File: config.mk
export PLATFORM = sky130hd
export DESIGN_NAME = mat_rd_streamer
export DESIGN_NICKNAME = d
export VERILOG_FILES = /design/src/rtl/mfa_pkg.sv /design/src/rtl/mat_rd_fifo.sv /design/src/rtl/mat_rd_streamer.sv
export SDC_FILE = /design/constraint.sdc
export NUM_CORES = 1
export LEC_CHECK = 0
export ABC_CLOCK_PERIOD_IN_PS = 4600
export CAP_MARGIN = 20
export CORE_MARGIN = 1
export CORE_UTILIZATION = 55
export DETAILED_ROUTE_END_ITERATION = 16
export PLACE_DENSITY = 0.87
export SLEW_MARGIN = 30
export SYNTH_ARGS = -nofsm -noshare
export SYNTH_HDL_FRONTEND = slang
export SYNTH_HIERARCHICAL = 1
export SYNTH_SLANG_ARGS = --single-unit
File: constraint.sdc
create_clock -name CLK -period 4.6 [get_ports CLK]
set_input_delay 0.46 -clock CLK [delete_from_list [all_inputs] [get_ports CLK]]
set_output_delay 0.46 -clock CLK [all_outputs]
set_load 0.02 [all_outputs]
File: src/rtl/mfa_pkg.sv
// mfa_pkg: shared widths, FSM states and output FIFO entry for the matrix read streamer
package mfa_pkg;
  localparam int ADDR_LEN = 16;
  localparam int DATA_LEN = 8;
  localparam int DIM_LEN  = 8;
  typedef enum logic [1:0] {IDLE, RUN, DRAIN} state_t;
  typedef struct packed {
    logic [DATA_LEN-1:0] data;
    logic                eol;
    logic                last;
  } fifo_entry_t;
endpackage

File: src/rtl/mat_rd_fifo.sv
// mat_rd_fifo: 2-entry output FIFO; a pop frees a full FIFO for a push in the same cycle
module mat_rd_fifo
  import mfa_pkg::*;
(
  input  logic        CLK,
  input  logic        RST,
  input  logic        i_push,
  input  fifo_entry_t i_din,
  input  logic        i_pop,
  output fifo_entry_t o_head,
  output logic [1:0]  o_cnt
);
  fifo_entry_t r_mem [2];
  logic        r_wp;
  logic        r_rp;
  logic [1:0]  r_cnt;
  logic        w_push;
  logic        w_pop;
  assign w_pop  = i_pop && r_cnt != 2'd0;
  assign w_push = i_push && (r_cnt != 2'd2 || w_pop);
  assign o_head = r_mem[r_rp];
  assign o_cnt  = r_cnt;
  always_ff @(posedge CLK) begin
    if (RST) begin
      r_mem[0] <= '0;
      r_mem[1] <= '0;
      r_wp     <= 1'b0;
      r_rp     <= 1'b0;
      r_cnt    <= 2'd0;
    end else begin
      if (w_push) r_mem[r_wp] <= i_din;
      r_wp  <= r_wp ^ w_push;
      r_rp  <= r_rp ^ w_pop;
      r_cnt <= r_cnt + {1'b0, w_push} - {1'b0, w_pop};
    end
  end
endmodule

File: src/rtl/mat_rd_streamer.sv
// mat_rd_streamer: streams a strided matrix out of a registered-read RAM through a 2-entry FIFO
// MFA_RD_TRANSPOSE_EN adds a transpose input selecting column-major traversal
module mat_rd_streamer
  import mfa_pkg::*;
#(
  parameter int ADDR_LEN = mfa_pkg::ADDR_LEN,
  parameter int DATA_LEN = mfa_pkg::DATA_LEN,
  parameter int DIM_LEN  = mfa_pkg::DIM_LEN
)(
  input  logic                CLK,
  input  logic                RST,
  input  logic                start,
  input  logic [ADDR_LEN-1:0] base_addr,
  input  logic [DIM_LEN-1:0]  num_rows,
  input  logic [DIM_LEN-1:0]  num_cols,
  input  logic [DIM_LEN-1:0]  row_stride,
`ifdef MFA_RD_TRANSPOSE_EN
  input  logic                transpose,
`endif
  output logic [ADDR_LEN-1:0] rd_addr,
  input  logic [DATA_LEN-1:0] rd_Q,
  output logic [DATA_LEN-1:0] out_data,
  output logic                out_valid,
  input  logic                out_ready,
  output logic                out_eol,
  output logic                out_last,
  output logic                busy,
  output logic                done
);
  state_t              r_state;
  logic [ADDR_LEN-1:0] r_line;
  logic [ADDR_LEN-1:0] r_in_step;
  logic [ADDR_LEN-1:0] r_out_step;
  logic [DIM_LEN-1:0]  r_i;
  logic [DIM_LEN-1:0]  r_o;
  logic [DIM_LEN-1:0]  r_in_n;
  logic [DIM_LEN-1:0]  r_out_n;
  logic                r_inflight;
  logic                r_if_eol;
  logic                r_if_last;
  logic                r_done;
  logic                w_tr;
  logic                w_pop;
  logic                w_issue;
  logic                w_eol;
  logic                w_last;
  logic [1:0]          w_cnt;
  logic [DIM_LEN-1:0]  w_in_n;
  logic [DIM_LEN-1:0]  w_out_n;
  logic [ADDR_LEN-1:0] w_stride;
  logic [ADDR_LEN-1:0] w_next_line;
  fifo_entry_t         w_head;
  fifo_entry_t         w_din;
`ifdef MFA_RD_TRANSPOSE_EN
  assign w_tr = transpose;
`else
  assign w_tr = 1'b0;
`endif
  assign w_stride    = ADDR_LEN'(row_stride);
  assign w_in_n      = w_tr ? num_rows : num_cols;
  assign w_out_n     = w_tr ? num_cols : num_rows;
  assign w_next_line = r_line + r_out_step;
  assign w_eol       = r_i == r_in_n - DIM_LEN'(1);
  assign w_last      = w_eol && r_o == r_out_n - DIM_LEN'(1);
  assign w_pop       = out_valid && out_ready;
  // a same-cycle pop counts as free space, which keeps one beat per cycle flowing
  assign w_issue     = r_state == RUN && ({1'b0, r_inflight} + w_cnt - {1'b0, w_pop}) < 2'd2;
  assign w_din       = '{data: rd_Q, eol: r_if_eol, last: r_if_last};
  assign out_valid   = w_cnt != 2'd0;
  assign out_data    = w_head.data;
  assign out_eol     = w_head.eol;
  assign out_last    = w_head.last;
  assign busy        = r_state != IDLE;
  assign done        = r_done;
  mat_rd_fifo u_fifo (
    .CLK    (CLK),
    .RST    (RST),
    .i_push (r_inflight),
    .i_din  (w_din),
    .i_pop  (w_pop),
    .o_head (w_head),
    .o_cnt  (w_cnt)
  );
  always_ff @(posedge CLK) begin
    if (RST) begin
      r_state    <= IDLE;
      rd_addr    <= '0;
      r_line     <= '0;
      r_in_step  <= '0;
      r_out_step <= '0;
      r_i        <= '0;
      r_o        <= '0;
      r_in_n     <= '0;
      r_out_n    <= '0;
      r_inflight <= 1'b0;
      r_if_eol   <= 1'b0;
      r_if_last  <= 1'b0;
      r_done     <= 1'b0;
    end else begin
      r_done     <= 1'b0;
      r_inflight <= w_issue;
      if (w_issue) begin
        r_if_eol  <= w_eol;
        r_if_last <= w_last;
      end
      case (r_state)
        IDLE: if (start) begin
          r_state    <= (w_in_n == '0 || w_out_n == '0) ? DRAIN : RUN;
          rd_addr    <= base_addr;
          r_line     <= base_addr;
          r_in_step  <= w_tr ? w_stride : ADDR_LEN'(1);
          r_out_step <= w_tr ? ADDR_LEN'(1) : w_stride;
          r_in_n     <= w_in_n;
          r_out_n    <= w_out_n;
          r_i        <= '0;
          r_o        <= '0;
        end
        RUN: if (w_issue) begin
          if (w_last) r_state <= DRAIN;
          if (w_eol) begin
            r_i     <= '0;
            r_o     <= r_o + DIM_LEN'(1);
            r_line  <= w_next_line;
            rd_addr <= w_next_line;
          end else begin
            r_i     <= r_i + DIM_LEN'(1);
            rd_addr <= rd_addr + r_in_step;
          end
        end
        // an empty job reaches here with nothing queued and finishes one cycle after start
        default: if ((w_pop && w_head.last) || (w_cnt == 2'd0 && !r_inflight)) begin
          r_state <= IDLE;
          r_done  <= 1'b1;
        end
      endcase
    end
  end
endmodule

==> results_tabular.tex <==
\begin{tabular}{lr}
\hline
Metric & Value \\
\hline
\multicolumn{2}{l}{\textbf{Final layout}} \\
Area occupied by registers & 0.002262 mm2 \\
Fraction of layout cells with a size suffix above 1 & 7.200\% \\
Highest-count cells in the layout ignoring fill and taps & nand2\_1, dfxtp\_1, clkdlybuf4s50\_1 \\
Most frequent standard cell in the layout excluding fill and tap cells & nand2\_1 \\
Area delta synth->final & 17.91\% \\
Filler instances & 825 \\
Core utilization of the finished layout & 66.76\% \\
Multi-input gate area in the final layout & 0.003308 mm2 \\
N\_diodes & 0 \\
Final layout net count & 815 \\
\multicolumn{2}{l}{\textbf{Logic synthesis}} \\
Post-Synthesis Mean Instance Area & 8.495 um2 \\
Number of synthesized flops with an enable pin & 20 \\
Count of synthesis-stage warnings from yosys & 6 \\
Share of synthesized registers carrying an async set or reset & 0\% \\
Unique masters post-synth & 69 \\
Sequential share of the synthesized area & 38.87\% \\
Mapped Cells & 685 \\
Yosys reg bits & 103 \\
Synthesized net count & 755 \\
Main flop type after synthesis & dfxtp\_1 \\
Cell area after synthesis & 0.005819 mm2 \\
\multicolumn{2}{l}{\textbf{CTS}} \\
H-tree levels & 3 \\
Clock tree from TritonCTS & yes \\
Post-CTS sizing & 0 \\
Hold bufs inserted after CTS & 0 \\
Num CTS Buffers & 9 \\
Library cell used as clock root buffer & clkbuf\_8 \\
CTS clk-pin slew, worst paths & 0.11 ns \\
Clock latency at the later pin of the worst-skew pair & 0.37 ns \\
Clock sink count & 103 \\
Maximum number of buffers from clock root to sink & 2 \\
Total setup buffers inserted after CTS & 0 \\
\multicolumn{2}{l}{\textbf{Worst hold path}} \\
Endpoint with the worst hold slack & r\_out\_step[0]\$\_SDFFE\_PP0P\_ \\
Hold Startpoint & r\_out\_step[0]\$\_SDFFE\_PP0P\_ \\
Cell depth of the worst hold path & 2 \\
Classification of the worst-slack hold path & reg2reg \\
\multicolumn{2}{l}{\textbf{Setup path}} \\
Startpoint kind of the worst setup timing path & flop \\
CP arrival & 3.59 ns \\
Capturing point of the worst reg2reg path & r\_line[2]\$\_SDFFE\_PP0P\_ \\
Critical setup path kind & reg2reg \\
R2R Setup Slk & 1.23 ns \\
Reg2Reg Launch Point & u\_fifo/o\_cnt[0]\$\_SDFF\_PP0\_ \\
Worst endpoint required time & 4.82 ns \\
Endpoint kind of the worst setup timing path & flop \\
R2R depth & 11 \\
Maximum fanout along the worst path & 30 \\
\multicolumn{2}{l}{\textbf{Timing}} \\
Transition time of the tightest slew-check pin & 0.9306 ns \\
Setup-violating endpoint count in the final report & 0 \\
Post-Route Hold Slack & 0.4705 ns \\
Max Slew Vio Count & 0 \\
Peak clock frequency supported by timing & 296.6 MHz \\
Final worst path period need & 3.371 ns \\
Final clock period utilization by the worst path & 73.29\% \\
Relative slew slack & 37.96\% \\
Final hold violation count & 0 \\
Maximum clock skew at final layout & 0.02099 ns \\
Unrepaired setup endpoints after global routing & false \\
Aggregate negative setup slack & 0 ns \\
\multicolumn{2}{l}{\textbf{GRT}} \\
Pin count of the biggest net entering global routing & 50 \\
Vias in the first global route & 5,395 \\
Wire length of the first global-routing pass & 24,400 um \\
Initial antenna violation count & 0 \\
Aggregate global routing overflow & 0 \\
Total global-route track usage & 27.28\% \\
\multicolumn{2}{l}{\textbf{Detailed routing}} \\
Vias after detailed routing & 5,396 \\
Iter 0 DRT Violations & 335 \\
WL per Instance & 16.45 um \\
DRT Pass-1 Iters & 5 \\
Via count normalized by instance count & 6.090 \\
Number of antenna-violating nets in the routed design & 0 \\
Post-route DRC violation count & 0 \\
Total detailed-routing wirelength & 14,580 um \\
\multicolumn{2}{l}{\textbf{Placed design}} \\
Routability cong. & 0.9523 \\
Input/output buffers & 80 \\
Post-detailed-placement half-perimeter wirelength & 10,350 um \\
\multicolumn{2}{l}{\textbf{Die}} \\
Count of boundary I/O pins & 81 \\
Cell Rows & 37 \\
DIE HEIGHT & 104.9 um \\
Horizontal die dimension & 104.9 um \\
Area of the core region & 0.01028 mm2 \\
Starting density of the core & 56.62\% \\
Overall die area & 0.01100 mm2 \\
\multicolumn{2}{l}{\textbf{Power}} \\
Power density over the cells & 369.4 mW/mm2 \\
Standby leakage power & 2.658 nW \\
VDD IR-drop max & 223.4 uV \\
\multicolumn{2}{l}{\textbf{Status}} \\
Outcome & completed \\
\multicolumn{2}{l}{\textbf{Run}} \\
Max-cap viol count & 0 \\
\hline
\end{tabular}
sequential cells by signal, summed over array words and instances, names as in the netlist, 8 cells and up:
register,flops
r_out_n,8
u_fifo/r_mem,20
r_o,8
r_line,16
rd_addr,16
r_out_step,8
r_in_n,8
r_i,8
cell families (layout without fill, tap and decap cells):
group / Yosys count / count (layout) / share of synthesized area (%)
and+or+nand+nor: 278 / 278 / 22.98
buffers and inverters: 57 / 122 / 4.279
DFF: 103 / 103 / 38.87
AOI/OAI and AO/OA: 159 / 159 / 18.68
muxes: 15 / 15 / 2.903
adders and majority gates: 18 / 18 / 3.999
xor gates and xnor gates: 55 / 55 / 8.278
final cells by class:
cell class	count	area share (%)
multi-input combinational	525	48.21
sequential	103	32.97
timing repair buffer	88	12.47
tap	136	2.480
clock buffer	9	1.805
clock inverter	7	1.076
inverter	18	0.9847
where the power goes:
group          internal, mW  leakage, nW  switching (mW)
registers              1.02        0.889           0.111
clock network         0.215        0.101           0.351
logic                 0.352         1.67           0.480
layer usage:
| layer | track usage, % | share of wire (%) |
|---|---|---|
| met1 | 32.41 | 41 |
| met2 | 48.01 | 49 |
| met3 | 4.554 | 7.0 |
| met4 | 12.47 | 3.2 |
| met5 | 0 | 0 |
worst max-delay path: stages, from the launching register on:
cell and delay [ns]:
dfxtp_1 0.37, or2_2 0.34, and2_1 0.21, ha_1 0.22
xor2_1 0.18, xnor2_1 0.36, o21a_1 0.16, buf_4 0.32
o21ai_1 0.36, buf_4 0.30, a211oi_1 0.34, nor3_2 0.06
worst max path at each step:
stage / from / cells past startpoint / slack, ns / end
after global placement: out_ready / 10 / 1.27 / r_o[5]$_SDFFE_PP0P_
final: u_fifo/o_cnt[0]$_SDFF_PP0_ / 11 / 1.23 / r_line[2]$_SDFFE_PP0P_
after floorplan: u_fifo/o_cnt[0]$_SDFF_PP0_ / 10 / 1.91 / rd_addr[6]$_SDFFE_PP0P_
after global routing: u_fifo/o_cnt[0]$_SDFF_PP0_ / 10 / 0.99 / r_o[7]$_SDFFE_PP0P_
after detailed placement: out_ready / 10 / 1.11 / r_o[5]$_SDFFE_PP0P_
after CTS: u_fifo/o_cnt[0]$_SDFF_PP0_ / 10 / 1.26 / r_o[7]$_SDFFE_PP0P_
cells in the mapped netlist, types with 4 or more instances:
| master | number | area [um2] |
|---|---|---|
| nand2_1 | 95 | 356.6 |
| dfxtp_1 | 83 | 1662 |
| nor2_1 | 58 | 217.7 |
| a21oi_1 | 54 | 270.3 |
| xnor2_1 | 32 | 280.3 |
| clkbuf_1 | 26 | 97.59 |
| and3_1 | 24 | 150.1 |
| xor2_1 | 23 | 201.4 |
| nand3_1 | 22 | 110.1 |
| edfxtp_1 | 20 | 600.6 |
| nor3_1 | 19 | 95.09 |
| o21ai_0 | 18 | 90.09 |
| ha_1 | 17 | 212.7 |
| inv_1 | 16 | 60.06 |
| mux2_2 | 11 | 123.9 |
| a211oi_1 | 10 | 75.07 |
| nand4_1 | 9 | 56.30 |
| a311oi_1 | 8 | 70.07 |
| nor2b_1 | 8 | 50.05 |
| buf_2 | 7 | 35.03 |
| nor4_1 | 7 | 43.79 |
| o31ai_1 | 7 | 52.55 |
| or3_1 | 7 | 43.79 |
| a21o_1 | 6 | 45.04 |
| a31oi_1 | 6 | 37.54 |
| nand2b_1 | 6 | 37.54 |
| o211ai_1 | 5 | 37.54 |
| o21a_1 | 5 | 37.54 |
| and2_1 | 4 | 25.02 |
| o31a_1 | 4 | 35.03 |
| or4_1 | 4 | 30.03 |
stage by stage:
stage	instances	setup WS [ns]	total power [mW]	area, um2
finish	886	1.229	2.535	6862
global route	886	0.9938	2.674	6862
CTS	886	1.256	2.532	6862
detailed placement	870	1.108	1.972	6664
global placement	870	1.268	1.935	6664
floorplan	685	1.909	1.705	5819
Note: power is estimated with default switching activity, not from simulation.
